===== src/rtl/cpu_ctrl_fsm.sv =====
// Multi-cycle control sequencer for the 4-register, 8-bit cpu datapath.
// Fetches an instruction, then steps it through DECODE, EXEC and WB while tracking pc and retired count.
module cpu_ctrl_fsm #(
    parameter int          PC_W      = 8,
    parameter int          CNT_W     = 16,
    parameter logic [7:0]  HALT_INST = 8'hFF
) (
    input  logic             clk,
    input  logic             reset,
    input  logic             start,
    output logic             imem_req,
    output logic [PC_W-1:0]  imem_addr,
    input  logic [7:0]       imem_rdata,
    input  logic             imem_valid,
    output logic [1:0]       src1_addr,
    output logic [1:0]       src2_addr,
    output logic [1:0]       op,
    output logic [1:0]       dest_addr,
    output logic             rf_we,
    output logic             busy,
    output logic             halted,
    output logic [PC_W-1:0]  pc,
    output logic [CNT_W-1:0] retired
);

    typedef enum logic [2:0] {
        S_IDLE   = 3'd0,
        S_FETCH  = 3'd1,
        S_DECODE = 3'd2,
        S_EXEC   = 3'd3,
        S_WB     = 3'd4,
        S_HALT   = 3'd5
    } state_t;

    state_t           state_q, state_d;
    logic [PC_W-1:0]  pc_q, pc_d;
    logic [7:0]       ir_q, ir_d;
    logic [CNT_W-1:0] retired_q, retired_d;

    always_ff @(posedge clk) begin
        if (reset) begin
            state_q   <= S_IDLE;
            pc_q      <= '0;
            ir_q      <= 8'h00;
            retired_q <= '0;
        end else begin
            state_q   <= state_d;
            pc_q      <= pc_d;
            ir_q      <= ir_d;
            retired_q <= retired_d;
        end
    end

    always_comb begin
        state_d   = state_q;
        pc_d      = pc_q;
        ir_d      = ir_q;
        retired_d = retired_q;
        imem_req  = 1'b0;
        rf_we     = 1'b0;
        busy      = 1'b0;
        halted    = 1'b0;
        case (state_q)
            S_IDLE: begin
                if (start) begin
                    pc_d      = '0;
                    retired_d = '0;
                    state_d   = S_FETCH;
                end
            end
            S_FETCH: begin
                busy     = 1'b1;
                imem_req = 1'b1;
                if (imem_valid) begin
                    ir_d    = imem_rdata;
                    state_d = S_DECODE;
                end
            end
            S_DECODE: begin
                busy    = 1'b1;
                state_d = (ir_q == HALT_INST) ? S_HALT : S_EXEC;
            end
            S_EXEC: begin
                busy    = 1'b1;
                state_d = S_WB;
            end
            S_WB: begin
                busy  = 1'b1;
                rf_we = 1'b1;
                pc_d  = pc_q + PC_W'(1);
                // Counter sticks at all-ones rather than wrapping back to zero.
                if (retired_q != {CNT_W{1'b1}}) begin
                    retired_d = retired_q + CNT_W'(1);
                end
                state_d = S_FETCH;
            end
            S_HALT: begin
                halted = 1'b1;
                if (start) begin
                    pc_d      = '0;
                    retired_d = '0;
                    state_d   = S_FETCH;
                end
            end
            default: begin
                state_d = S_IDLE;
            end
        endcase
    end

    assign imem_addr = pc_q;
    assign pc        = pc_q;
    assign retired   = retired_q;
    assign op        = ir_q[7:6];
    assign src1_addr = ir_q[5:4];
    assign src2_addr = ir_q[3:2];
    assign dest_addr = ir_q[1:0];

endmodule

===== config.mk =====
export PLATFORM = sky130hd
export DESIGN_NAME = cpu_ctrl_fsm
export DESIGN_NICKNAME = d
export VERILOG_FILES = /design/src/rtl/cpu_ctrl_fsm.sv
export SDC_FILE = /design/constraint.sdc
export NUM_CORES = 1
export LEC_CHECK = 0
export CAP_MARGIN = 25
export CORE_ASPECT_RATIO = 1.1
export CORE_MARGIN = 2
export CORE_UTILIZATION = 25
export DETAILED_ROUTE_END_ITERATION = 8
export PLACE_DENSITY = 0.56
export SLEW_MARGIN = 5
export SYNTH_ARGS = -nofsm -noshare
export SYNTH_HDL_FRONTEND = slang
export SYNTH_SLANG_ARGS = --single-unit
export TNS_END_PERCENT = 20

===== constraint.sdc =====
create_clock -name clk -period 2.85 [get_ports clk]
set_input_delay 0.57 -clock clk [delete_from_list [all_inputs] [get_ports clk]]
set_output_delay 0.57 -clock clk [all_outputs]
set_load 0.01 [all_outputs]

; After elaboration in Yosys (flattened, before gate mapping)
; Index checks and enable logic that the tools add are counted.
[op_classes]
addsub = 2
muxes = 13
reduce_logical = 8
n_eq_ne = 10
[op_table]
columns = operator, count
row1 = two-way mux 16 bit, 2
row2 = one-hot mux 16 bit (2 select lines), 1
row3 = adder 16 x 1 -> 16 bit (second input constant), 1
row4 = != test 16 bit (second input constant), 1
row5 = one-hot mux 8 bit (2 select lines), 1
row6 = one-hot mux 3 bit (5 select lines), 1
row7 = two-way mux 3 bit, 3
row8 = adder 8 x 1 -> 8 bit (second input constant), 1
row9 = == test 8 bit (second input constant), 1
row10 = two-way mux 8 bit, 1
row11 = == test 3 x 2 -> 1 bit (second input constant), 2
row12 = == test 3 bit (second input constant), 2
row13 = AND reduction 2 bit, 3
row14 = two-way mux 1 bit, 4
row15 = != test 2 bit (second input constant), 2
row16 = OR reduction 4 bit, 1
row17 = == test 3 x 1 -> 1 bit (second input constant), 1
row18 = logical NOT 3 bit, 1
row19 = AND reduction 3 bit, 1
row20 = != test 2 x 1 -> 1 bit (second input constant), 1
row21 = nonzero test 2 bit, 1
row22 = OR reduction 2 bit, 1
[word_totals]
inputBits = 12
output_inout_bits = 44
regBits = 35
word_cells = 37

; Depth between registers and ports, before layout
; Gate-level depths: netlist of run 1.
[depth]
ltp_word = 4
depth_mapped = 7
mapped_depth_nobuf = 5

; Worst setup path after synthesis of run 1
; Ideal clock, no wire load.
[synth_timing]
path_kind = register to register
from = register retired_q[0] (netlist: retired[0])
to = register retired_q[14] (netlist: retired[14])
synth_period_minus_slack_ns = 1.766
setup_ns = 0.133
stages_incl_launch_ff = 6
required_time_ns = 2.717
path_buffers = 0
arrival_time_ns = 1.634
path_slack_ns = 1.084
cell_sequence = dfxtp_1 -> ha_1 -> nand3_1 -> or4_1 -> a221oi_1 -> o32ai_1
[synth_between]
elab_chain_cells = 3
elab_cells_between_ends = 6
classes_between = add/sub: 1 / eq/ne: 2 / mux: 2 / reduce/logical: 1
[synth_rtl]
columns = element, line
row1 = from (decl), 38  ; logic [CNT_W-1:0] retired_q, retired_d;
row2 = from (signal assigned), 50  ; retired_q <= retired_d;
row3 = adder 16 x 1 -> 16 bit / != test 16 bit (equally long branches), "93, 92"
row4 = two-way mux 16 bit / != test 2 bit (equally long branches), --
row5 = one-hot mux 16 bit (2 select lines) / AND reduction 3 bit (equally long branches), --
; Parallel ways exist; a longest one is shown, timed or not. The select of a mux whose other input is x is not followed.
; A chain may end at the register's enable or synchronous reset.

; Final worst setup path of run 1
[layout_timing]
from = register state_q[1]
to = output port halted
[layout_between]
elab_chain_cells = 2
[layout_rtl]
columns = element, line
row1 = from (decl), 35  ; state_t state_q, state_d;
row2 = from (signal assigned), 47  ; state_q <= state_d;
row3 = == test 3 bit, 63  ; case (state_q)
row4 = two-way mux 1 bit, 63
row5 = to (decl), 21  ; output logic halted,
; No other way between the ends.

==> metrics.md, run 1 <==
| Metric | Value |
|---|---|
| Combinational family with the most area after synthesis | `compound AO/OA/AOI/OAI gates` |
| Worst Hold End | `imem_addr[7]` |
| Critical path data arrival time | `between 1500 and 2000 ps` |
| Post-DRT Antenna Nets | `0` |
| TritonCTS clock tree | `built` |
| Gr ovfl total | `0` |
| Global-route wire length before repair | `8.26 mm` |
| Nets | `283` |
| I/O pins | `56` |
| Final Max Tran Viols | `0` |
| R2R depth | `6` |
| Multi-input gate area | `roughly 1000 um2` |
| Via count | `1,785` |
| Unrepaired setup endpoints after global routing | `false` |
| Synth async-reset ratio | `0%` |
| Max-slew headroom | `54.8%` |
| Slew at the pin with the worst max-slew slack | `~680 ps` |
| Number of cell rows | `32` |
| VDD IR max | `184 uV` |
| Post-CTS Setup Inserts | `0` |
| Register area | `701 um2` |
| Pin count of the biggest net entering global routing | `17` |
| Critical path type | `reg2out` |
| Height of the die | `94.0 um` |
| Library cells used by synthesis | `46` |
| Slowest stage delay, CP | `~590 ps` |
| Startpoint types | `flop` |
| Adder-Cell Fraction of Synth Area | `~1.4%` |
| Worst-case clock buffer depth | `2` |
| CTS resizes | `0` |
| Hold Path Origin | `imem_addr[7]` |
| WL final | `5.04 mm` |
| Skew-Pair Late Insertion Delay | `290 ps` |
| Min-delay worst type | `reg2reg` |
| Via/cell ratio | `between 5 and 6` |
| FF+latch count, synth | `35` |
| Initial antenna violation count | `0` |
| Crit path required time | `2280 ps` |
| Failing checks | `design-rule violations` |
| Register area share after synthesis | `between 30% and 40%` |
| Mux cell area share after synthesis | `4.89%` |
| Die X | `around 86 um` |
| Post-Route Setup TNS | `0 ps` |
| Worst setup EP type | `output port` |
| Period Utilization, post-route | `84.4%` |
| Worst Path Max Fanout | `14` |
| Top cell type's share of synthesized area | `38.1%` |
| Final count of negative-setup-slack endpoints | `0` |
| DR DRC count | `2` |
| Area leader, netlist | `dfxtp_1` |
| Final hold vios | `0` |
| Average size of a mapped cell | `8.40 um2` |
| Die Area | `8070 um2` |
| Tot Pwr | `between 0.001 and 0.0015 W` |
| Share of cells above drive strength 1 | `5.95%` |
| Compound-gate portion of the synthesized area | `23.9%` |
| Max-cap violations | `0` |
| Worst-path clk slew | `70 ps` |
| Synth Net Count | `233` |
| Xor/xnor share of the synthesized area | `roughly 2.8%` |
| Simple-Gate Fraction of Synth Area | `21.8%` |
| Outcome | `finished, violations left` |
| Core Region | `slightly above 7000 um2` |
| Clock Root Buffer | `clkbuf_8` |
| Vias in the first global route | `1,678` |
| CTS Buf Count | `5` |
| R2r startpoint | `state_q[1]` |
| Clk sink count | `35` |
| Top post-synthesis cells by area | `dfxtp_1, a21oi_1, mux2i_1, o21ai_0, nor2_1` |
| Post-Syn Area | `1840 um2` |
| Cells after synthesis | `219` |
| DR iter-0 viols | `83` |
| Post-layout min period | `about 2400 ps` |
| Avg WL per Cell | `approximately 14 um` |
| DR pass1 iterations | `8` |
| # fillers | `about 740` |
| Leak | `0.796 nW` |
| DP HPWL | `3.62 mm` |
| H-tree Lvls | `2` |
| GRT Util Overall | `12.8%` |
| Ys Warns | `0` |
| Layout area overhead | `37.3%` |
| Sequence of cells on the critical path | `clkinv_1 > buf_4 > and3_1 > clkdlybuf4s50_1` |
| CTS Hold Buffers Added | `0` |
| Worst r2r dst | `retired[15]` |
| Slowest stage cell on the critical path | `dfxtp_1` |
| Post-synth EDFFs | `0` |
| Starting Density | `around 26%` |
| Hold path depth | `2` |
| Hold slack final | `~500 ps` |
| Antenna cells | `0` |
| PD cells | `roughly 400 nW/um2` |
| Setup slack, reg-to-reg | `710 ps` |
| PortBufs | `55` |
| Routability congestion estimate | `about 0.76` |
| Post-synth top flop | `dfxtp_1` |
| Clock skew | `approximately 6.2 ps` |
| Fmax | `0.416 GHz` |
[synthesized netlist by cell type (2+ instances only)]
master	number
a2111oi_0	3
a211oi_1	2
a21o_1	3
a21oi_1	20
a221oi_1	3
a2bb2oi_1	3
a311oi_1	4
and3_1	2
buf_2	4
buf_4	8
clkbuf_1	6
clkinv_1	2
dfxtp_1	35
ha_1	2
inv_1	6
mux2i_1	9
nand2_1	10
nand2b_1	6
nand3_1	7
nand4_1	6
nor2_1	19
nor2b_1	2
nor3_1	5
nor4_1	3
o21ai_0	15
o22ai_1	3
o31ai_1	2
or3_1	3
or4_1	6
xnor2_1	4
[flip-flops by register name, indices dropped and copies added (netlist names)]
name,count
imem_addr,8
ir_q,8
retired,16
state_q,3
[layout make-up]
| cell class | instances | area share, % |
|---|---|---|
| sequential | 35 | 27.7 |
| inverter | 8 | 1.19 |
| tap | 85 | 4.21 |
| clock inverter | 1 | 0.198 |
| multi-input combinational | 158 | 39.9 |
| timing repair buffer | 61 | 23.6 |
| clock buffer | 6 | 3.27 |
[per-layer routing]
| metal | up-vias | track usage, % | part of all wire, % |
|---|---|---|---|
| met5 | - | 0 | 0 |
| met4 | 0 | 4.76 | 1.4 |
| met3 | 7 | 3.08 | 4.2 |
| met2 | 40 | 19.9 | 46 |
| met1 | 829 | 17.0 | 49 |
| li1 | 909 | - | - |
[where the power goes]
part | internal (W) | switching [W]
clock | 0.000190 | 0.000182
sequential | 0.000498 | 0.0000141
combinational | 0.0000744 | 0.0000787
total | 0.000762 | 0.000275
[worst max-delay path by stage]
stage                     cells past startpoint  slack, ps           to  startpoint
after global routing                          4        330        rf_we  state_q[1]
after detailed placement                      5        390   retired[8]       start
after global placement                        5        460   retired[8]       start
after CTS                                     4        440        rf_we  state_q[1]
final                                         4        450       halted  state_q[1]
after floorplan                               5       1080  retired[14]  retired[0]
[kinds of logic after synthesis]
kind of cell	Yosys count
flip-flops	35
multiplexers	9
AO/OA/AOI/OAI	68
XOR/XNOR	5
buffers and inverters	26
adder cells (fa/ha/maj)	2
AND/OR/NAND/NOR	74
[critical path: cells and delay by family, from the launching register on]
family / cells / cell delay (ps)
simple gates: 1 / 180
buf+inv: 3 / 770
flops: 1 / 590
[metrics by stage]
| stage | setup WS [ps] | cells | cell area, um2 | util, % |
|---|---|---|---|---|
| after floorplan | 1080 | 219 | 1840 | - |
| after global placement | 458 | 347 | 2440 | 34.4 |
| after detailed placement | 393 | 347 | 2440 | 34.4 |
| after CTS | 439 | 354 | 2530 | 35.7 |
| after global routing | 334 | 354 | 2530 | 35.7 |
| final | 446 | 354 | 2530 | 35.7 |
[cell usage in the layout, fill, tap and decap left out, drive strengths merged, types with 7 or more instances in the layout]
cell type,netlist,final
mux2i,9,9
nand4,7,7
nand3,7,7
o21ai,15,15
nor2,19,19
nand2,10,10
clkdlybuf4s50,0,55
dfxtp,35,35
a21oi,20,20
No activity file was read; power rests on OpenSTA's default activity.
==> run 2, diff against run 1 <==
Settings changed: PLACE_DENSITY 0.56 to 0.58.
Clock period 2.85 ns to 2.1 ns, I/O delays scaled along.
==> run 2 against run 1 <==
  * Sequential share of layout area is 1.2 points lower
  * Clock skew decreased by 0.74 ps
  * Critical path depth unchanged
  * Design area up 4.8%
  * The flow still finishes with violations (design-rule violations)
  * Routed wire length down 2.1%
  * Worst hold slack got worse by 6.6 ps
  * Critical path type unchanged
==> metrics.md, run 2 (synthesized netlist as in run 1, its figures left out) <==
| Metric | Value |
|---|---|
| Outcome | `finished, violations left` |
| Failing checks | `design-rule violations` |
| Register area | `703 um2` |
| Worst setup EP type | `output port` |
| Post-Route Setup TNS | `0 ps` |
| Fmax | `0.492 GHz` |
| VDD IR max | `413 uV` |
| Pin count of the biggest net entering global routing | `23` |
| Post-DRT Antenna Nets | `0` |
| Core Region | `between 7000 and 8000 um2` |
| PD cells | `552 nW/um2` |
| Nets | `297` |
| CTS Buf Count | `5` |
| Number of flip-flops in the largest register | `16` |
| Worst Hold End | `retired[13]` |
| TritonCTS clock tree | `built` |
| Global-route wire length before repair | `~8.2 mm` |
| DR DRC count | `3` |
| Layout area overhead | `43.8%` |
| PortBufs | `between 50 and 60` |
| Slowest stage delay, CP | `540 ps` |
| Skew-Pair Late Insertion Delay | `280 ps` |
| Post-CTS Setup Inserts | `0` |
| Post-layout min period | `2030 ps` |
| GRT Util Overall | `12.5%` |
| Max-slew headroom | `around two thirds` |
| Worst Path Max Fanout | `8` |
| Starting Density | `between 20 and 30%` |
| Vias in the first global route | `between 1.5k and 2k` |
| Worst r2r dst | `retired[13]` |
| Clk sink count | `35` |
| Routability congestion estimate | `0.803` |
| Gr ovfl total | `0` |
| Worst-path clk slew | `70 ps` |
| WL final | `4.93 mm` |
| R2r startpoint | `retired[9]` |
| Min-delay worst type | `reg2reg` |
| DR pass1 iterations | `8` |
| Hold Path Origin | `retired[13]` |
| Startpoint types | `flop` |
| Unrepaired setup endpoints after global routing | `false` |
| Worst-case clock buffer depth | `2` |
| Multi-input gate area | `1010 um2` |
| Period Utilization, post-route | `96.8%` |
| Clock skew | `5.43 ps` |
| Slew at the pin with the worst max-slew slack | `roughly 500 ps` |
| I/O pins | `56` |
| Die X | `roughly 86 um` |
| Final Max Tran Viols | `0` |
| Max-cap violations | `0` |
| Height of the die | `~94 um` |
| Sequence of cells on the critical path | `nor2_1 > nand2_1 > clkinv_1 > clkdlybuf4s50_1` |
| Leak | `between 0.8 and 0.9 nW` |
| R2R depth | `4` |
| Most common cell after layout, fill and taps aside | `clkdlybuf4s50_1` |
| Critical path type | `reg2out` |
| Number of cell rows | `32` |
| # fillers | `755` |
| Slowest stage cell on the critical path | `clkdlybuf4s50_1` |
| DR iter-0 viols | `134` |
| H-tree Lvls | `2` |
| Avg WL per Cell | `13.4 um` |
| Die Area | `8070 um2` |
| Via/cell ratio | `5.10` |
| Initial antenna violation count | `0` |
| Final worst setup slack | `68.1 ps` |
| Final count of negative-setup-slack endpoints | `0` |
| Final hold vios | `0` |
| Setup slack, reg-to-reg | `240 ps` |
| Crit path required time | `1680 ps` |
| Critical path data arrival time | `1610 ps` |
| Worst slack at placement | `32.2 ps` |
| Via count | `roughly 1.9k` |
| Clock Root Buffer | `clkbuf_8` |
| Share of cells above drive strength 1 | `11.3%` |
| Antenna cells | `0` |
| Hold path depth | `1` |
| Highest-count cells in the layout ignoring fill and taps | `clkdlybuf4s50_1, dfxtp_1, a21oi_1, buf_4, nor2_1` |
| DP HPWL | `roughly 3.7 mm` |
run 2: worst max-delay path by stage:
stage	start	endpoint	slack [ps]	cells past startpoint
3_5_place_dp	start	imem_addr[5]	30	5
6_report	state_q[1]	rf_we	70	4
4_1_cts	state_q[1]	rf_we	6	4
2_1_floorplan	retired[0]	retired[14]	330	5
5_1_grt	state_q[1]	rf_we	20	4
3_3_place_gp	start	imem_addr[4]	70	6
run 2: worst max-delay path: cells and delay by family, from the launching register on:
family	cells	cell delay, ps
buffers and inverters	2	650
flip-flops	1	360
AND/OR/NAND/NOR	2	320
run 2: final cells by class:
| cell class | instances | share of cell area (%) |
|---|---|---|
| flip-flops and latches | 35 | 26.6 |
| well taps | 85 | 4.02 |
| inverters | 8 | 1.13 |
| multi-input cells | 158 | 38.0 |
| repair buffers | 75 | 26.5 |
| clock buffers | 8 | 3.78 |
run 2: metal layers:
layer  vias to the layer above  track usage, %  routed length [um]
met3                         7            3.16                 294
met5                         -               0                   0
met4                         0            4.50                  85
li1                        939               -                   -
met2                        57            19.7                2260
met1                       880            16.4                2290
run 2: power by group:
| group | switching, W | total (W) | internal [W] |
|---|---|---|---|
| combinational | 0.000117 | 0.000235 | 0.000118 |
| sequential | 0.0000127 | 0.000689 | 0.000676 |
| clock | 0.000237 | 0.000537 | 0.000299 |
| total | 0.000367 | 0.00146 | 0.00109 |
run 2: what timing repair did:
| action | in CTS | in global routing |
|---|---|---|
| resized for setup | 1 | 1 |
| hold buffers | 0 | 0 |
| endpoints found under the hold margin | 0 | 0 |
| setup endpoints to repair | 1 | 1 |
run 2: through the flow:
stage | area (um2) | power, W | hold slack (ps) | std cells | utilization [%]
finish | 2650 | 0.00146 | 498 | 369 | 37.4
global route | 2650 | 0.00152 | 526 | 369 | 37.4
CTS | 2650 | 0.00148 | 504 | 369 | 37.3
detailed placement | 2540 | 0.000941 | 486 | 361 | 35.9
global placement | 2540 | 0.000936 | 489 | 361 | 35.9
floorplan | 1840 | 0.000831 | 489 | 219 | -
==> run 3, diff against run 2 <==
Settings changed: CORE_ASPECT_RATIO 1.1 to 0.75.
==> run 3 against run 2 <==
  * Core utilization down 0.22 points
  * The flow now finishes without violations
  * Largest power group unchanged
  * Clock skew increased by 5.3 ps
  * Power increased by 7.3%
  * Critical endpoint unchanged
==> metrics.md, run 3 (synthesized netlist as in run 1, its figures left out) <==
| Metric | Value |
|---|---|
| Final design utilization | `37.1%` |
| Post-DRT Antenna Nets | `0` |
| Worst Setup SP | `state_q[1]` |
| Worst setup EP type | `output port` |
| Outcome | `complete, no violations` |
| Slowest stage delay, CP | `490 ps` |
| TritonCTS clock tree | `built` |
| Worst-case clock buffer depth | `2` |
| Worst slack at placement | `47.3 ps` |
| Pin count of the biggest net entering global routing | `26` |
| Number of cell rows | `27` |
| Antenna cells | `0` |
| Unrepaired setup endpoints after global routing | `false` |
| Leak | `0.886 nW` |
| Finished layout cell area | `between 2000 and 3000 um2` |
| Sequential Power Share | `between 40% and 50%` |
| I/O pins | `56` |
| Routability congestion estimate | `0.778` |
| Most common cell after layout, fill and taps aside | `clkdlybuf4s50_1` |
| Critical path type | `reg2out` |
| Worst-path clk slew | `70 ps` |
| VDD IR max | `280 uV` |
| Final worst setup slack | `107 ps` |
| Startpoint types | `flop` |
| H-tree Lvls | `2` |
| Skew-Pair Late Insertion Delay | `slightly below 300 ps` |
| Slew at the pin with the worst max-slew slack | `561 ps` |
| CTS Buf Count | `5` |
| Via/cell ratio | `4.88` |
| Dpl cells | `about 380` |
| Via count | `1,877` |
| PortBufs | `55` |
| DP HPWL | `approximately 3.9 mm` |
| Final hold vios | `0` |
| Nets | `297` |
| R2R depth | `4` |
| Clk pwr share | `41.1%` |
| Setup slack, reg-to-reg | `270 ps` |
| Hold Path Origin | `retired[13]` |
| Die Area | `between 8000 and 9000 um2` |
| Fmax | `0.502 GHz` |
| Avg WL per Cell | `between 10 and 15 um` |
| Die X | `103 um` |
| Sequence of cells on the critical path | `nor2_2 > nand2_1 > clkinv_1 > clkdlybuf4s50_1` |
| WL final | `approximately 5.3 mm` |
| Crit path required time | `1680 ps` |
| Highest-count cells in the layout ignoring fill and taps | `clkdlybuf4s50_1, dfxtp_1, a21oi_1, buf_4, nor2_1` |
| Non-filler instance count after layout | `385` |
| Gate power share | `15.1%` |
| Period Utilization, post-route | `between 90% and 100%` |
| Max-cap violations | `0` |
| Clock Root Buffer | `clkbuf_8` |
| Slowest stage cell on the critical path | `clkdlybuf4s50_1` |
| CTS Hold Buffers Added | `0` |
| Clock skew | `10.7 ps` |
| Layout area overhead | `45.9%` |
| PD cells | `584 nW/um2` |
| Height of the die | `78.3 um` |
| Gr ovfl total | `0` |
| Core Region | `a little over 7000 um2` |
| Cell-internal power | `approximately 0.0012 W` |
| GRT Util Overall | `13.6%` |
| Number of flip-flops in the largest register | `16` |
| DR DRC count | `0` |
| Clk sink count | `35` |
| DR iter-0 viols | `126` |
| Post-CTS Setup Inserts | `0` |
| Starting Density | `between 20% and 30%` |
| Critical path data arrival time | `1570 ps` |
| Switch share | `25.1%` |
| DR pass1 iterations | `4` |
| Worst Path Max Fanout | `6` |
| Min-delay worst type | `reg2reg` |
| DP Area | `2560 um2` |
| Initial antenna violation count | `0` |
| Final Max Tran Viols | `0` |
| Switching pwr | `a little under 0.0004 W` |
| Post-Route Setup TNS | `0 ps` |
| Share of cells above drive strength 1 | `approximately 12%` |
| R2r startpoint | `retired[7]` |
| Critical path destination | `rf_we` |
| Post-layout min period | `1990 ps` |
| Global-route wire length before repair | `8.73 mm` |
| Vias in the first global route | `1,761` |
| Max-slew headroom | `61.6%` |
| Worst r2r dst | `retired[13]` |
| Final count of negative-setup-slack endpoints | `0` |
## run 3: area by class of cell
cell class                      instances  area (um2)
Multi-Input combinational cell        158        1010
Timing Repair Buffer                   75         699
Inverter                                8        30.0
Clock buffer                            6        82.6
Tap cell                              101         126
Clock inverter                          2        35.0
Sequential cell                        35         702
Fill cell                             788        4540
## run 3: critical path: cells and delay by family (launching register included)
kind | cells | cell delay (ps)
DFF | 1 | 430
and+or+nand+nor | 2 | 220
buffers and inverters | 2 | 620
## run 3: per-stage QoR
step                      hold slack, ps  power (W)
final                                519    0.00157
after global routing                 543    0.00163
after CTS                            517    0.00158
after detailed placement             494   0.000939
after global placement               481   0.000937
after floorplan                      489   0.000831
## run 3: power by group through the flow
| stage | Combinational [W] | Clock [W] | Sequential (W) |
|---|---|---|---|
| after floorplan | 0.000128 | 0 | 0.000702 |
| after global placement | 0.000234 | 0 | 0.000703 |
| after detailed placement | 0.000237 | 0 | 0.000702 |
| after CTS | 0.000237 | 0.000656 | 0.000687 |
| after global routing | 0.000256 | 0.000680 | 0.000690 |
| final | 0.000236 | 0.000644 | 0.000688 |
## run 3: metal layers
layer	wire length [um]	global-route usage, %	share of wire [%]	vias up
li1	-	-	-	940
met2	2290	20.1	43	59
met1	2600	19.3	49	870
met3	350	3.74	6.6	8
met4	59	3.82	1.1	0
met5	0	0	0	-
## run 3: timing repair
action	CTS	global route
setup endpoints to repair	1	2
gates cloned	0	0
gates resized for setup	1	2
## run 3: worst min path at each step
stage	end	slack [ps]	cells after the start
2_1_floorplan	retired[13]	490	1
3_3_place_gp	retired[13]	480	1
3_5_place_dp	retired[13]	490	1
4_1_cts	retired[13]	520	1
5_1_grt	imem_addr[7]	540	2
6_report	retired[13]	520	1
